$ cat src/rtl/battleship_pkg.sv
// Shared types for the battleship attack engine: cell record, FSM states,
// display codes and a width helper.
// No logic of its own; imported by battleship_board_mem and battleship_attack_engine.
package battleship_pkg;

  // Ship IDs are stored at a fixed width so the cell record can live in the
  // package; NUM_SHIPS must therefore stay below 2**MAX_SHIP_W.
  localparam int MAX_SHIP_W = 4;

  typedef struct packed {
    logic [MAX_SHIP_W-1:0] ship_id;  // 0 = open water
    logic                  shot;     // cell has been fired upon
  } cell_t;

  typedef enum logic [1:0] {
    IDLE   = 2'd0,
    READ   = 2'd1,
    UPDATE = 2'd2,
    RESP   = 2'd3
  } attack_state_e;

  localparam logic [1:0] WATER = 2'd0;
  localparam logic [1:0] SHIP  = 2'd1;
  localparam logic [1:0] MISS  = 2'd2;
  localparam logic [1:0] HIT   = 2'd3;

  // Index width for n entries, never narrower than one bit.
  function automatic int clog2w(input int n);
    return (n <= 2) ? 1 : $clog2(n);
  endfunction

  // Display code of a cell.
  function automatic logic [1:0] cell_code(input cell_t c);
    logic [1:0] code;
    if (c.shot) code = (c.ship_id != '0) ? HIT : MISS;
    else        code = (c.ship_id != '0) ? SHIP : WATER;
    return code;
  endfunction

endpackage

$ cat src/rtl/battleship_board_mem.sv
// One ship board: ROWS x COLS cells with a load port, a registered read/modify port and a display port.
// Latency: rd_cell valid the cycle after rd_en; shot_en marks the cell captured by that read.
// Backpressure: none; the attack engine serialises load, read and shot accesses.
//
// Ports: clk/rst (async active-low), clear (sync wipe), load_en/load_row/load_col/load_ship/load_done
// (place a ship in an empty cell), rd_en/rd_row/rd_col/rd_cell (registered read),
// shot_en (set shot bit at last read address), disp_row/disp_col/disp_cell (combinational read).
module battleship_board_mem
  import battleship_pkg::*;
#(
  parameter int ROWS = 5,
  parameter int COLS = 5
) (
  input  logic                         clk,
  input  logic                         rst,
  input  logic                         clear,
  input  logic                         load_en,
  input  logic [clog2w(ROWS)-1:0]      load_row,
  input  logic [clog2w(COLS)-1:0]      load_col,
  input  logic [MAX_SHIP_W-1:0]        load_ship,
  output logic                         load_done,
  input  logic                         rd_en,
  input  logic [clog2w(ROWS)-1:0]      rd_row,
  input  logic [clog2w(COLS)-1:0]      rd_col,
  output cell_t                        rd_cell,
  input  logic                         shot_en,
  input  logic [clog2w(ROWS)-1:0]      disp_row,
  input  logic [clog2w(COLS)-1:0]      disp_col,
  output cell_t                        disp_cell
);

  localparam int ROW_W = clog2w(ROWS);
  localparam int COL_W = clog2w(COLS);
  localparam int DEPTH = ROWS * COLS;
  localparam int IDX_W = clog2w(DEPTH);

  cell_t             cells [DEPTH];
  logic [IDX_W-1:0]  rd_idx_q;

  function automatic logic in_range(input logic [ROW_W-1:0] r, input logic [COL_W-1:0] c);
    return (int'(r) < ROWS) && (int'(c) < COLS);
  endfunction

  function automatic logic [IDX_W-1:0] to_idx(input logic [ROW_W-1:0] r, input logic [COL_W-1:0] c);
    return IDX_W'(int'(r) * COLS + int'(c));
  endfunction

  // A load lands only on in-range water; the engine counts life from load_done.
  always_comb begin
    load_done = 1'b0;
    if (load_en && in_range(load_row, load_col))
      load_done = (cells[to_idx(load_row, load_col)].ship_id == '0);
  end

  always_comb begin
    disp_cell = '0;
    if (in_range(disp_row, disp_col))
      disp_cell = cells[to_idx(disp_row, disp_col)];
  end

  always_ff @(posedge clk or negedge rst) begin
    if (!rst) begin
      for (int i = 0; i < DEPTH; i++) cells[i] <= '0;
      rd_cell  <= '0;
      rd_idx_q <= '0;
    end else if (clear) begin
      for (int i = 0; i < DEPTH; i++) cells[i] <= '0;
      rd_cell  <= '0;
      rd_idx_q <= '0;
    end else begin
      if (load_done) begin
        cells[to_idx(load_row, load_col)] <= '{ship_id: load_ship, shot: 1'b0};
      end
      if (rd_en) begin
        rd_idx_q <= to_idx(rd_row, rd_col);
        rd_cell  <= cells[to_idx(rd_row, rd_col)];
      end
      // The modify half of the port reuses the address captured by the read.
      if (shot_en) begin
        cells[rd_idx_q].shot <= 1'b1;
      end
    end
  end

endmodule

$ cat src/rtl/battleship_attack_engine.sv
// Resolves one shot at a time against NUM_BOARDS ship boards and tracks per-board life.
// Latency: request accepted on edge N -> resp_valid high for one cycle during cycle N+3.
// Backpressure: req_ready low while a shot is in flight (READ/UPDATE/RESP) and when clear/load win in IDLE.
//
// Ports: clk, rst (async active-low), clear, load_* (board setup), req_* (attack request),
// resp_* (one-cycle result strobe with held fields), life, game_over, disp_* (combinational view).
// Optional: define SHIP_SUNK_EN to add per-ship remaining-cell counters driving resp_sunk.
module battleship_attack_engine
  import battleship_pkg::*;
#(
  parameter int ROWS       = 5,
  parameter int COLS       = 5,
  parameter int NUM_BOARDS = 2,
  parameter int NUM_SHIPS  = 3,
  parameter int LIFE_W     = 6
) (
  input  logic                               clk,
  input  logic                               rst,
  input  logic                               clear,
  input  logic                               load_we,
  input  logic [clog2w(NUM_BOARDS)-1:0]      load_board,
  input  logic [clog2w(ROWS)-1:0]            load_row,
  input  logic [clog2w(COLS)-1:0]            load_col,
  input  logic [clog2w(NUM_SHIPS+1)-1:0]     load_ship,
  input  logic                               req_valid,
  output logic                               req_ready,
  input  logic [clog2w(NUM_BOARDS)-1:0]      req_target,
  input  logic [clog2w(ROWS):0]              req_row,
  input  logic [clog2w(COLS):0]              req_col,
  output logic                               resp_valid,
  output logic                               resp_hit,
  output logic                               resp_repeat,
  output logic                               resp_invalid,
  output logic [clog2w(NUM_SHIPS+1)-1:0]     resp_ship,
  output logic                               resp_sunk,
  output logic [NUM_BOARDS*LIFE_W-1:0]       life,
  output logic [NUM_BOARDS-1:0]              game_over,
  input  logic [clog2w(NUM_BOARDS)-1:0]      disp_board,
  input  logic [clog2w(ROWS)-1:0]            disp_row,
  input  logic [clog2w(COLS)-1:0]            disp_col,
  output logic [1:0]                         disp_cell
);

  localparam int BRD_W  = clog2w(NUM_BOARDS);
  localparam int ROW_W  = clog2w(ROWS);
  localparam int COL_W  = clog2w(COLS);
  localparam int SHIP_W = clog2w(NUM_SHIPS + 1);

  attack_state_e state, state_nxt;

  logic [BRD_W-1:0]  tgt_q;
  logic [ROW_W:0]    row_q;
  logic [COL_W:0]    col_q;
  logic              inv_q;

  logic [LIFE_W-1:0] life_q [NUM_BOARDS];
  logic [NUM_BOARDS-1:0] loaded_q;

  logic clear_en, load_go, accept, rd_go, upd_en, range_ok;
  logic hit_now, sunk_now;
  cell_t cur_cell;

  logic [NUM_BOARDS-1:0] load_en, load_done, rd_en, shot_en;
  cell_t rd_cell  [NUM_BOARDS];
  cell_t mem_disp [NUM_BOARDS];

  // Setup traffic is only honoured while idle; clear outranks load, load outranks a request.
  assign clear_en = (state == IDLE) && clear;
  assign load_go  = (state == IDLE) && !clear && load_we &&
                    (load_ship != '0) && (int'(load_ship) <= NUM_SHIPS);
  assign accept   = req_valid && req_ready;

  assign range_ok = (int'(tgt_q) < NUM_BOARDS) && (int'(row_q) < ROWS) && (int'(col_q) < COLS);

  always_ff @(posedge clk or negedge rst) begin
    if (!rst) state <= IDLE;
    else      state <= state_nxt;
  end

  // An out-of-range shot still passes through UPDATE (with no write) so every
  // response lands at the same fixed latency.
  always_comb begin
    state_nxt = state;
    req_ready = 1'b0;
    rd_go     = 1'b0;
    upd_en    = 1'b0;
    unique case (state)
      IDLE: begin
        req_ready = !clear && !load_we;
        if (req_valid && !clear && !load_we) state_nxt = READ;
      end
      READ: begin
        rd_go     = range_ok;
        state_nxt = UPDATE;
      end
      UPDATE: begin
        upd_en    = 1'b1;
        state_nxt = RESP;
      end
      RESP: begin
        state_nxt = IDLE;
      end
      default: state_nxt = IDLE;
    endcase
  end

  assign resp_valid = (state == RESP);

  always_ff @(posedge clk or negedge rst) begin
    if (!rst) begin
      tgt_q <= '0;
      row_q <= '0;
      col_q <= '0;
      inv_q <= 1'b0;
    end else begin
      if (accept) begin
        tgt_q <= req_target;
        row_q <= req_row;
        col_q <= req_col;
      end
      if (state == READ) inv_q <= !range_ok;
    end
  end

  // Cell captured during READ, selected from the targeted board.
  always_comb begin
    cur_cell = '0;
    for (int b = 0; b < NUM_BOARDS; b++)
      if (tgt_q == BRD_W'(b)) cur_cell = rd_cell[b];
  end

  assign hit_now = upd_en && !inv_q && !cur_cell.shot && (cur_cell.ship_id != '0);

  always_comb begin
    load_en = '0;
    rd_en   = '0;
    shot_en = '0;
    for (int b = 0; b < NUM_BOARDS; b++) begin
      load_en[b] = load_go && (load_board == BRD_W'(b));
      rd_en[b]   = rd_go && (tgt_q == BRD_W'(b));
      shot_en[b] = upd_en && !inv_q && !cur_cell.shot && (tgt_q == BRD_W'(b));
    end
  end

  for (genvar b = 0; b < NUM_BOARDS; b++) begin : g_board
    battleship_board_mem #(
      .ROWS (ROWS),
      .COLS (COLS)
    ) u_mem (
      .clk       (clk),
      .rst       (rst),
      .clear     (clear_en),
      .load_en   (load_en[b]),
      .load_row  (load_row),
      .load_col  (load_col),
      .load_ship (MAX_SHIP_W'(load_ship)),
      .load_done (load_done[b]),
      .rd_en     (rd_en[b]),
      .rd_row    (row_q[ROW_W-1:0]),
      .rd_col    (col_q[COL_W-1:0]),
      .rd_cell   (rd_cell[b]),
      .shot_en   (shot_en[b]),
      .disp_row  (disp_row),
      .disp_col  (disp_col),
      .disp_cell (mem_disp[b])
    );
  end

`ifdef SHIP_SUNK_EN
  // Remaining unshot cells per ship; entry s holds ship ID s+1.
  logic [LIFE_W-1:0] ship_cnt [NUM_BOARDS][NUM_SHIPS];

  always_ff @(posedge clk or negedge rst) begin
    if (!rst) begin
      for (int b = 0; b < NUM_BOARDS; b++)
        for (int s = 0; s < NUM_SHIPS; s++) ship_cnt[b][s] <= '0;
    end else if (clear_en) begin
      for (int b = 0; b < NUM_BOARDS; b++)
        for (int s = 0; s < NUM_SHIPS; s++) ship_cnt[b][s] <= '0;
    end else begin
      for (int b = 0; b < NUM_BOARDS; b++)
        for (int s = 0; s < NUM_SHIPS; s++) begin
          if (load_done[b] && (int'(load_ship) == s + 1))
            ship_cnt[b][s] <= ship_cnt[b][s] + LIFE_W'(1);
          else if (hit_now && (tgt_q == BRD_W'(b)) && (int'(cur_cell.ship_id) == s + 1) &&
                   (ship_cnt[b][s] != '0))
            ship_cnt[b][s] <= ship_cnt[b][s] - LIFE_W'(1);
        end
    end
  end

  always_comb begin
    sunk_now = 1'b0;
    for (int b = 0; b < NUM_BOARDS; b++)
      for (int s = 0; s < NUM_SHIPS; s++)
        if (hit_now && (tgt_q == BRD_W'(b)) && (int'(cur_cell.ship_id) == s + 1) &&
            (ship_cnt[b][s] == LIFE_W'(1)))
          sunk_now = 1'b1;
  end
`else
  assign sunk_now = 1'b0;
`endif

  // Response fields update on the UPDATE edge, become visible with resp_valid and hold afterwards.
  always_ff @(posedge clk or negedge rst) begin
    if (!rst) begin
      resp_hit     <= 1'b0;
      resp_repeat  <= 1'b0;
      resp_invalid <= 1'b0;
      resp_ship    <= '0;
      resp_sunk    <= 1'b0;
    end else if (clear_en) begin
      resp_hit     <= 1'b0;
      resp_repeat  <= 1'b0;
      resp_invalid <= 1'b0;
      resp_ship    <= '0;
      resp_sunk    <= 1'b0;
    end else if (upd_en) begin
      resp_hit     <= hit_now;
      resp_repeat  <= !inv_q && cur_cell.shot;
      resp_invalid <= inv_q;
      resp_ship    <= hit_now ? cur_cell.ship_id[SHIP_W-1:0] : '0;
      resp_sunk    <= sunk_now;
    end
  end

  always_ff @(posedge clk or negedge rst) begin
    if (!rst) begin
      for (int b = 0; b < NUM_BOARDS; b++) life_q[b] <= '0;
      loaded_q <= '0;
    end else if (clear_en) begin
      for (int b = 0; b < NUM_BOARDS; b++) life_q[b] <= '0;
      loaded_q <= '0;
    end else begin
      for (int b = 0; b < NUM_BOARDS; b++) begin
        if (load_done[b]) begin
          life_q[b]   <= life_q[b] + LIFE_W'(1);
          loaded_q[b] <= 1'b1;
        end else if (hit_now && (tgt_q == BRD_W'(b)) && (life_q[b] != '0)) begin
          life_q[b] <= life_q[b] - LIFE_W'(1);
        end
      end
    end
  end

  always_comb begin
    life      = '0;
    game_over = '0;
    for (int b = 0; b < NUM_BOARDS; b++) begin
      life[b*LIFE_W +: LIFE_W] = life_q[b];
      game_over[b]             = loaded_q[b] && (life_q[b] == '0);
    end
  end

  always_comb begin
    disp_cell = WATER;
    for (int b = 0; b < NUM_BOARDS; b++)
      if (disp_board == BRD_W'(b)) disp_cell = cell_code(mem_disp[b]);
  end

endmodule
$ cat config.mk
export PLATFORM = sky130hd
export DESIGN_NAME = battleship_attack_engine
export DESIGN_NICKNAME = d
export VERILOG_FILES = /design/src/rtl/battleship_pkg.sv /design/src/rtl/battleship_board_mem.sv /design/src/rtl/battleship_attack_engine.sv
export SDC_FILE = /design/constraint.sdc
export NUM_CORES = 1
export LEC_CHECK = 0
export BUFFER_PORTS_ARGS = -buffer_cell sky130_fd_sc_hd__buf_2
export CAP_MARGIN = 40
export CORE_MARGIN = 5
export CORE_UTILIZATION = 65
export DETAILED_ROUTE_END_ITERATION = 6
export GPL_ROUTABILITY_DRIVEN = 0
export PLACE_DENSITY = 0.84
export SETUP_SLACK_MARGIN = 0.05
export SYNTH_ARGS = -nofsm -noshare
export SYNTH_HDL_FRONTEND = slang
export SYNTH_SLANG_ARGS = --single-unit
$ cat constraint.sdc
create_clock -name clk -period 8.8 [get_ports clk]
set_clock_uncertainty 0.05 [all_clocks]
set_input_delay 0.88 -clock clk [delete_from_list [all_inputs] [get_ports clk]]
set_output_delay 0.88 -clock clk [all_outputs]
set_load 0.005 [all_outputs]
## After elaboration in Yosys (flattened, before gate mapping)

Cells that the tools add are included.

- Flip-flop bits (word level): 302
- Word-level logic and storage cells: 290

- Add/subtract/negate cells: 7
- $mul: 3
- Magnitude comparators: 14
- Eq/ne operators: 4
- Mux-type cells: 80
- Bitwise logic cells: 7
- Reductions and logical operators: 55

Operators by type and width:

| operator | count |
|---|---|
| 2-to-1 mux 125 bit | 8 |
| bitwise mux 125 bit | 4 |
| binary-select mux 5 bit (select 5 bit) | 6 |
| 2-to-1 mux 5 bit | 24 |
| demux 5 bit (select 5 bit) | 3 |
| logical AND 1 bit | 32 |
| greater-or-equal comparator 6 bit, second input constant | 5 |
| NOT 5 -> 6 bit | 5 |
| 2-to-1 mux 6 bit | 4 |
| 2-to-1 mux 1 bit | 21 |
| less-than comparator 6 x 1 -> 1 bit, second input constant | 3 |
| 2-to-1 mux 2 bit | 8 |
| adder 5 x 4 -> 5 bit | 3 |
| multiplier 3 x 3 -> 5 bit, second input constant | 3 |
| adder 6 x 1 -> 6 bit, second input constant | 2 |
| zero test 6 bit | 2 |
| less-than comparator 3 bit, second input constant | 4 |
| 2-to-1 mux 12 bit | 1 |
| nonzero test 2 bit | 6 |
| nonzero test 4 bit | 3 |
| nonzero test 6 bit | 2 |
| subtractor 6 x 1 -> 6 bit, second input constant | 2 |
| zero test 4 bit | 2 |
| less-than comparator 4 x 3 -> 1 bit, second input constant | 2 |
| 8 further kinds | 15 |

## Longest topological paths before layout

Gate-level depths: netlist of the first run.

- Word-level depth: 13
- Depth in mapped cells: 20
- Depth with buffers taken out: 17

## Hierarchy

A second synthesis of the first run with hierarchy kept.

- Cells, all modules: 1620
- Area total of the unflattened synthesis: 19000.7 um^2

By module, submodules not included:

| module | times used | cells each | area an instance (um^2) | sequential area each (um^2) |
|---|---|---|---|---|
| battleship_board_mem (g_board[0].u_mem) | 1 | 748 | 8690.8 | 3378.2 |
| battleship_board_mem (g_board[1].u_mem) | 1 | 692 | 8428.1 | 3378.2 |
| battleship_attack_engine | 1 | 180 | 1881.8 | 775.7 |

## Worst setup path after synthesis of the first run

OpenSTA, ideal clock, no wires.

- Kind: input port to flip-flop
- Start: input port load_row[0]
- End: register life_q (netlist bit life[5])
- Arrival time: 4.847 ns
- Required time: 8.664 ns
- Setup slack: 3.817 ns
- Stages on the path: 18
- Cells stage by stage: ha_1 > ha_1 > fa_1 > buf_2 > mux2_2 > o32ai_1 > o21ai_0 > nand4_1 > and3_1 > inv_1 > ha_1 > a21o_1 > a21oi_1 > o21bai_1 > a21o_1 > a311o_1 > and3b_1 > nor3_1

- Cells in the longest elaborated chain, start to end: 10
- Elaborated cells between the ends (all ways): 14
- Classes of those cells: add/sub: 1; mul: 1; order compare: 1; mux: 6; bitwise: 1; reduce/logical: 4

Ends and longest elaborated chain:

| item | RTL line | RTL |
|---|---|---|
| from (decl) | battleship_attack_engine.sv:22 | `input logic [clog2w(ROWS)-1:0] load_row,` |
| multiplier 3 x 3 -> 5 bit | battleship_board_mem.sv:45 | `return IDX_W'(int'(r) * COLS + int'(c));` |
| adder 5 x 4 -> 5 bit | battleship_board_mem.sv:45 |  |
| NOT 5 -> 6 bit (not written as such) | battleship_board_mem.sv:52 | `load_done = (cells[to_idx(load_row, load_col)].ship_id == '0);` |
| binary-select mux 5 bit (select 5 bit) | battleship_board_mem.sv:52 |  |
| 2-to-1 mux 5 bit (not written as such) (2 in series) | battleship_board_mem.sv:52 |  |
| zero test 4 bit | battleship_board_mem.sv:52 |  |
| 2-to-1 mux 1 bit (*) | battleship_board_mem.sv:51 | `if (load_en && in_range(load_row, load_col))` |
| 2-to-1 mux 6 bit | battleship_attack_engine.sv:236 | `if (load_done[b]) begin` |
| 2-to-1 mux 12 bit | battleship_attack_engine.sv:231 | `end else if (clear_en) begin` |
| to (signal, indexed assignment) | battleship_attack_engine.sv:237 | `life_q[b] <= life_q[b] + LIFE_W'(1);` |
| to (signal, indexed assignment) | battleship_attack_engine.sv:240 | `life_q[b] <= life_q[b] - LIFE_W'(1);` |
| to (decl) | battleship_attack_engine.sv:56 | `logic [LIFE_W-1:0] life_q [NUM_BOARDS];` |

Every way passes the cells marked *; elsewhere a longest branch is shown, timed or not. The select of a mux whose other input is x is not followed.
A chain may end at the register's enable or synchronous reset.

## Worst setup path in the final report of the first run

- Start: input port disp_row[0]
- End: output port disp_cell[0]

- Cells in the longest elaborated chain, start to end: 11
- Elaborated cells between the ends (all ways): 22
- Classes of those cells: add/sub: 1; mul: 1; order compare: 1; mux: 15; bitwise: 1; reduce/logical: 3

Ends and longest elaborated chain:

| item | RTL line | RTL |
|---|---|---|
| from (decl) | battleship_attack_engine.sv:39 | `input logic [clog2w(ROWS)-1:0] disp_row,` |
| multiplier 3 x 3 -> 5 bit | battleship_board_mem.sv:45 |  |
| adder 5 x 4 -> 5 bit | battleship_board_mem.sv:45 |  |
| NOT 5 -> 6 bit (not written as such) | battleship_board_mem.sv:58 | `disp_cell = cells[to_idx(disp_row, disp_col)];` |
| binary-select mux 5 bit (select 5 bit) | battleship_board_mem.sv:58 |  |
| 2-to-1 mux 5 bit (not written as such) (2 in series) | battleship_board_mem.sv:58 |  |
| 2-to-1 mux 5 bit | battleship_board_mem.sv:57 | `if (in_range(disp_row, disp_col))` |
| nonzero test 4 bit | battleship_pkg.sv:35, battleship_pkg.sv:36 |  |
| 2-to-1 mux 1 bit | battleship_pkg.sv:35, battleship_pkg.sv:36 |  |
| 2-to-1 mux 2 bit | battleship_pkg.sv:35 | `if (c.shot) code = (c.ship_id != '0) ? HIT : MISS;` |
| 2-to-1 mux 2 bit (*) | battleship_attack_engine.sv:258 | `if (disp_board == BRD_W'(b)) disp_cell = cell_code(mem_disp[b]);` |
| to (decl) | battleship_attack_engine.sv:41 | `output logic [1:0] disp_cell` |

Marked as above.

==> results of run 1 <==
## worst register-to-register path: cells and delay by family (launching register included)
family	cells	cell delay, ns
AND/OR/NAND/NOR	3	1.33
flip-flops	1	0.41
AO/OA/AOI/OAI	5	0.92
buffers and inverters	2	0.49
adder cells (fa/ha/maj)	2	0.81
XOR/XNOR	1	0.16
## layer usage
metal	wire length (um)	GRT usage	vias up
li1	-	-	4399
met1	12500	0.424	5057
met2	16100	0.507	766
met3	3630	0.0750	188
met4	1840	0.157	0
met5	0	0	-
## registers in the layout (all words and copies together), names as in the netlist, 4 cells and up
| register | count |
|---|---|
| row_q | 4 |
| life | 12 |
| g_board.u_mem.rd_cell | 8 |
| col_q | 4 |
| g_board.u_mem.rd_idx_q | 10 |
| g_board.u_mem.cells | 150 |
## synthesized netlist by cell type (all sizes together), types with 2 or more instances
| library cell | n | share of area |
|---|---|---|
| mux4 | 79 | 0.15 |
| nor2b | 11 | 0.0056 |
| a21oi | 110 | 0.045 |
| nand2 | 51 | 0.016 |
| inv | 13 | 0.0040 |
| nand4 | 7 | 0.0036 |
| nor3 | 53 | 0.023 |
| buf | 45 | 0.022 |
| nor4 | 9 | 0.0046 |
| o311ai | 9 | 0.0065 |
| o21a | 33 | 0.020 |
| clkbuf | 43 | 0.013 |
| xor2 | 9 | 0.0065 |
| a21o | 6 | 0.0037 |
| nand3 | 37 | 0.015 |
| ha | 37 | 0.038 |
| or2 | 6 | 0.0031 |
| nor4b | 5 | 0.0036 |
| a31oi | 9 | 0.0051 |
| nor2 | 183 | 0.056 |
| mux2 | 16 | 0.015 |
| a32o | 25 | 0.021 |
| nor3b | 2 | 0.0012 |
| and4 | 3 | 0.0022 |
| mux2i | 33 | 0.027 |
| and2 | 4 | 0.0020 |
| o22ai | 8 | 0.0041 |
| a211oi | 12 | 0.0082 |
| or4 | 3 | 0.0018 |
| o21ai | 50 | 0.021 |
| and3 | 7 | 0.0036 |
| o211ai | 18 | 0.015 |
| nand3b | 2 | 0.0012 |
| dfrtp | 199 | 0.41 |
| xnor2 | 8 | 0.0057 |
| nand2b | 14 | 0.0072 |
| a22o | 2 | 0.0014 |
| fa | 5 | 0.0082 |
| o32ai | 2 | 0.0014 |
## stage by stage
stage / instance area [um^2] / power (mW) / utilization
3_3_place_gp: 12500 / 2.73 / 0.672
5_1_grt: 13200 / 3.84 / 0.709
4_1_cts: 13200 / 3.63 / 0.708
2_1_floorplan: 12200 / 2.30 / -
3_5_place_dp: 12500 / 2.80 / 0.675
6_report: 13200 / 3.67 / 0.709
## worst max path at each step
stage | from | endpoint | slack, ns | cells after the start
floorplan | load_row[0] | life[5] | 3.82 | 18
global placement | load_row[0] | life[5] | 2.88 | 18
detailed placement | load_row[0] | life[5] | 2.72 | 18
CTS | load_row[0] | life[5] | 3.16 | 18
global route | load_row[0] | life[5] | 3.27 | 19
finish | disp_row[0] | disp_cell[0] | 3.48 | 9
## cells by family after synthesis
family	after synthesis
adders and majority gates	42
and+or+nand+nor	400
buffers and inverters	101
muxes	128
AOI/OAI and AO/OA	288
xor gates and xnor gates	17
DFF	199
other	1
## power by group
group	total [mW]	switching (mW)	leakage, nW	internal [mW]
Combinational	1.71	1.07	2.84	0.639
Clock	0.843	0.363	0.311	0.480
Sequential	1.13	0.116	2.75	1.01
Total	3.67	1.55	5.90	2.13
## final cells by class
type                            instances  area share
Sequential cell                       199       0.378
Timing Repair Buffer                   73      0.0348
Multi-Input combinational cell        876       0.514
Clock inverter                         14      0.0148
Tap cell                              234      0.0222
Clock buffer                           18      0.0326
Inverter                               13     0.00370
==> metrics, run 1 <==
CP delay by family, top=adder cells; TritonCTS clock tree=yes; FF/Latch Area=0.00498 mm^2; fin cells=1427; clk slew on worst S/H paths=0.08 ns; CTS resizes=0; Critical Path AT=4.39 ns; unrepaired setup endpoints after global routing=no; remaining routing DRC violations=0; diodes inserted=0; class of the worst hold path=in -> async; highest-count cells in the layout ignoring fill and taps=dfrtp_1 (199), nor2_1 (183), a21oi_1 (110); first-pass GRT wire length=55.2 mm; startpoint class of the critical path=input port; worst hold slack=0.416 ns; DP Wirelength=22.7 mm; mux cell area share after synthesis=0.188; remaining antenna violation count after routing=0; relative slew slack=0.340; RR Endpoint=life[10]; ys async rst share=1.00; post-synthesis compound-gate area fraction=0.154; CTS sink count=199; final period utilization=0.604; TritonRoute pass-1 iters=7; clock buffer depth=2; syn nets=1248; # fillers=1314; Initial Util=0.657; Yosys warnings=0; reg-to-reg startpoint=state[0]; routed vias=10400; Multi-input gate area=0.00678 mm^2; largest net degree at the start of global routing=96; fin crit period=5.32 ns; Syn Area/Cell=10.4 um^2; Post-synth EDFFs=0; status=completed; IO Count=54; final net count=1252; crit path kind=in -> out; final setup margin=3.48 ns; maximum clock rate=188 MHz; Seq/Total Area, Yosys=0.408; largest family of logic cells by synthesized area=multiplexers; Final setup viols=0; worst-margin pin slew=0.977 ns; reg2reg setup slack=4.52 ns; most common cell after layout, fill and taps aside=dfrtp_1; Post-Synth Adder-Cell Area=0.0461; hold buffers post-CTS=0; Critical Path RT=7.87 ns; die height=147 um; buffers added on ports=52; leakage=5.90 nW; worst-path fanout max=11; post-synthesis cell count=1176; clock latency at the later pin of the worst-skew pair=0.45 ns; grt ovf=0; Routed WL=34.1 mm; CP endpoint kind=output port; 1st-iter DRT viols=1484; post-synthesis xor/xnor area fraction=0.0122; Max Cap Viol=0; Die X=147 um; via-per-instance ratio=7.30; post-placement cell count=1394; CORE AREA=0.0186 mm^2; Crit-path slowest cell=fa_1; vias in the first global route=10300; setup_tns=0 ns; PwrDens=279 mW/mm^2; Buf/Inv on CP=2; Area Growth Syn to Fin=7.98%; clock root buffer=clkbuf_16; top_reg_cell synth=dfrtp_1; max-slew violation count=0; H-tree Lvls=4; Die Area=0.0216 mm^2; Final Hold Fails=0; Peak VDD IR=0.375 mV; Netlist cell types=57; # rows=50; max incr delay on CP=1.16 ns; cell breakdown of the critical path=buf_2 > ha_1 > ha_1 > fa_1 > mux4_2 > mux4_2 > mux2i_1 > nor2_1 > buf_2; dpl ws=2.72 ns; GRT Total Usage=0.321; synthesized-area fraction occupied by and/or/nand/nor cells=0.151; initial antenna violation count=0; Mapped Area=0.0122 mm^2; FF+latch count, synth=199; DR WL/cell=23.9 um; TritonCTS Buffers=17; postcts setup bufs=0; share of cells above drive strength 1=0.189; FF-to-FF path depth=13
(Power assumes the default switching activity.)
==> run 2: changes to the inputs <==
--- a/config.mk
+++ b/config.mk
@@ -8,10 +8,10 @@
 export BUFFER_PORTS_ARGS = -buffer_cell sky130_fd_sc_hd__buf_2
 export CAP_MARGIN = 40
 export CORE_MARGIN = 5
-export CORE_UTILIZATION = 65
+export CORE_UTILIZATION = 57
 export DETAILED_ROUTE_END_ITERATION = 6
 export GPL_ROUTABILITY_DRIVEN = 0
-export PLACE_DENSITY = 0.84
+export PLACE_DENSITY = 0.78
 export SETUP_SLACK_MARGIN = 0.05
 export SYNTH_ARGS = -nofsm -noshare
 export SYNTH_HDL_FRONTEND = slang
==> constraint.sdc (replaced) <==
create_clock -name clk -period 4.5 [get_ports clk]
set_clock_uncertainty 0.05 [all_clocks]
set_input_delay 0.45 -clock clk [delete_from_list [all_inputs] [get_ports clk]]
set_output_delay 0.45 -clock clk [all_outputs]
set_load 0.005 [all_outputs]
==> run 2 against run 1 <==
Effect of this change: register-to-register slack got worse by 3.9 ns; global-route usage fell by 2.5 points; clock power rose by 72%; die area rose by 13%; count of clock-buffer cells in the layout rose by 5; hold slack got worse by 0.23 ns; total power rose by 96%; core utilization fell by 6.8 points; sequential power rose by 95%; highest routed layer unchanged; combinational power rose by 110%; largest power group unchanged.
==> metrics, run 2 (synthesis results as in run 1) <==
via-per-instance ratio=6.82 (-6.5%); clock latency at the later pin of the worst-skew pair=0.44 ns (about the same); postcts setup bufs=0 (unchanged); CP endpoint kind=flop; CORE AREA=0.0211 mm^2 (+13%); IO Count=54 (unchanged); maximum clock rate=234 MHz; routed vias=10300 (-1.0%); TritonCTS clock tree=yes; GRT Total Usage=0.296 (-0.0247); highest-count cells in the layout ignoring fill and taps=dfrtp_1 (199), nor2_1 (183), a21oi_1 (109); FF-to-FF path depth=15 (+2); 1st-iter DRT viols=1444 (-2.7%); CP delay by family, top=adder cells; crit path kind=in -> reg; class of the worst hold path=in -> reg; max-slew violation count=0 (unchanged); most common cell after layout, fill and taps aside=dfrtp_1; # rows=53 (+6.0%); grt ovf=0 (unchanged); Routed WL=34.9 mm (+2.4%); hold endpoint=row_q[1]; final setup margin=0.223 ns (-3.26 ns); Critical Path RT=4.81 ns (-3.06 ns); clk slew on worst S/H paths=0.08 ns (about the same); final period utilization=0.950; reg2reg setup slack=0.61 ns (-3.91 ns); Reg with most FFs=g_board.u_mem.cells; TritonRoute pass-1 iters=6 (-1); Peak VDD IR=0.433 mV (+15%); post-place instance area=0.0130 mm^2 (+3.3%); fin area=0.0135 mm^2 (+2.6%); share of cells above drive strength 1=0.218 (+0.0282); worst-path fanout max=7 (-4); H-tree Lvls=4 (unchanged); PwrDens=531 mW/mm^2 (+91%); first-pass GRT wire length=56.9 mm (+3.0%); die height=156 um (+6.3%); Total Power=7.19 mW (+96%); remaining antenna violation count after routing=0 (unchanged); status=completed; DP Wirelength=24.7 mm (+8.9%); Crit-path slowest cell=fa_2; cell breakdown of the critical path=buf_2 > ha_1 > ha_1 > fa_2 > mux4_2 > nor3_2 > a21oi_1 > a211oi_2 > and3_4 > inv_1 > ha_1 > a21o_1 > a21oi_2 > o21bai_1 > a21o_1 > a311o_1 > and3b_1 > nor3_1; relative slew slack=0.445 (+0.105); Initial Util=0.579 (-0.0781); fin crit period=4.28 ns; vias in the first global route=10300 (-0.44%); cell mode on critical path=ha_1; DR WL/cell=23.1 um (-3.3%); Hold Crit Start=req_row[1]; reg-to-reg startpoint=state[0]; CTS sink count=199 (unchanged); TritonCTS Buffers=17 (unchanged); final net count=1295 (+3.4%); max incr delay on CP=0.65 ns (-0.51 ns); dpl ws=-0.251 ns (-2.97 ns); leakage=6.07 nW (+2.8%); initial antenna violation count=0 (unchanged); worst-margin pin slew=0.829 ns (-0.147 ns); unrepaired setup endpoints after global routing=yes; remaining routing DRC violations=0 (unchanged); Max Cap Viol=0 (unchanged); clock buffer depth=2 (unchanged); startpoint class of the critical path=input port; Buf/Inv on CP=2 (unchanged); Final Hold Fails=0 (unchanged); Die X=156 um (+6.3%); Final setup viols=0 (unchanged); Area Growth Syn to Fin=10.8%; Die Area=0.0244 mm^2 (+13%); max reg flops=150 (unchanged); clock root buffer=clkbuf_16; diodes inserted=0 (unchanged); RR Endpoint=life[5]; buffers added on ports=52 (unchanged); largest net degree at the start of global routing=106 (+10%); fin cells=1511 (+5.9%); Critical Path AT=4.58 ns (+0.19 ns); post-placement cell count=1477 (+6.0%); hold path cells=2
==> run 2: cell count changes in the layout (fill, tap and decap cells not counted), sizes merged <==
cell,change
clkinv,-3
clkinvlp,+3
inv,-1
bufinv,-4
clkbuf,+6
buf,+41
dlygate4sd3,+1
==> run 2: worst max path at each step <==
stage | from | to | slack [ns] | cells after the start
after global routing | load_row[0] | life[5] | 0.03 | 18
after global placement | load_row[0] | life[10] | -0.14 | 16
after detailed placement | load_row[0] | life[10] | -0.25 | 17
final | load_row[0] | life[5] | 0.22 | 18
after CTS | load_row[0] | life[10] | 0.20 | 17
after floorplan | load_row[0] | life[5] | 0.06 | 18
==> run 2: layout make-up <==
cell class                      instances  area [um^2]
Clock buffer                           23          478
Clock inverter                          9         67.6
Fill cell                            1645         7560
Inverter                               13         48.8
Multi-Input combinational cell        876         6790
Sequential cell                       199         4980
Tap cell                              275          344
Timing Repair Buffer                  116          818
==> run 2: report_power, final <==
group	leakage, nW	total (mW)	switching [mW]	internal, mW
clock network	0.261	1.45	0.695	0.757
registers	2.75	2.20	0.226	1.97
logic	3.06	3.54	2.12	1.42
==> run 2: metrics by stage <==
| step | setup TNS [ns] | util | hold WS [ns] |
|---|---|---|---|
| 6_report | 0 | 0.642 | 0.184 |
| 5_1_grt | 0 | 0.642 | 0.186 |
| 4_1_cts | 0 | 0.641 | 0.179 |
| 3_5_place_dp | -0.678 | 0.614 | 0.290 |
| 3_3_place_gp | -0.276 | 0.612 | 0.405 |
| 2_1_floorplan | 0 | - | 0.104 |
==> run 2: metal layers <==
metal  global-route usage  routed length [um]  up-vias
met1                0.393               13200     5045
met4                0.143                1730        0
li1                     -                   -     4474
met5                    0                   0        -
met3               0.0694                3620      126
met2                0.464               16300      659
==> run 2: worst register-to-register path, stage by stage (launching register included) <==
cell and delay (ns):
dfrtp_1 0.41, inv_1 0.13, ha_1 0.27, nand2b_1 0.21, or4_1 0.62, a211oi_2 0.24
and3_4 0.25, inv_1 0.09, ha_1 0.28, a21o_1 0.17, a21oi_2 0.16, o21bai_1 0.08
a21o_1 0.20, a311o_1 0.33, and3b_1 0.18, nor3_1 0.16
==> run 2: what timing repair did <==
action / 4_1_cts / 5_1_grt
gates resized for setup: 0 / 4
endpoints found under the hold margin: 22 / 0
setup endpoints to repair: 0 / 3
hold buffers: 1 / 0
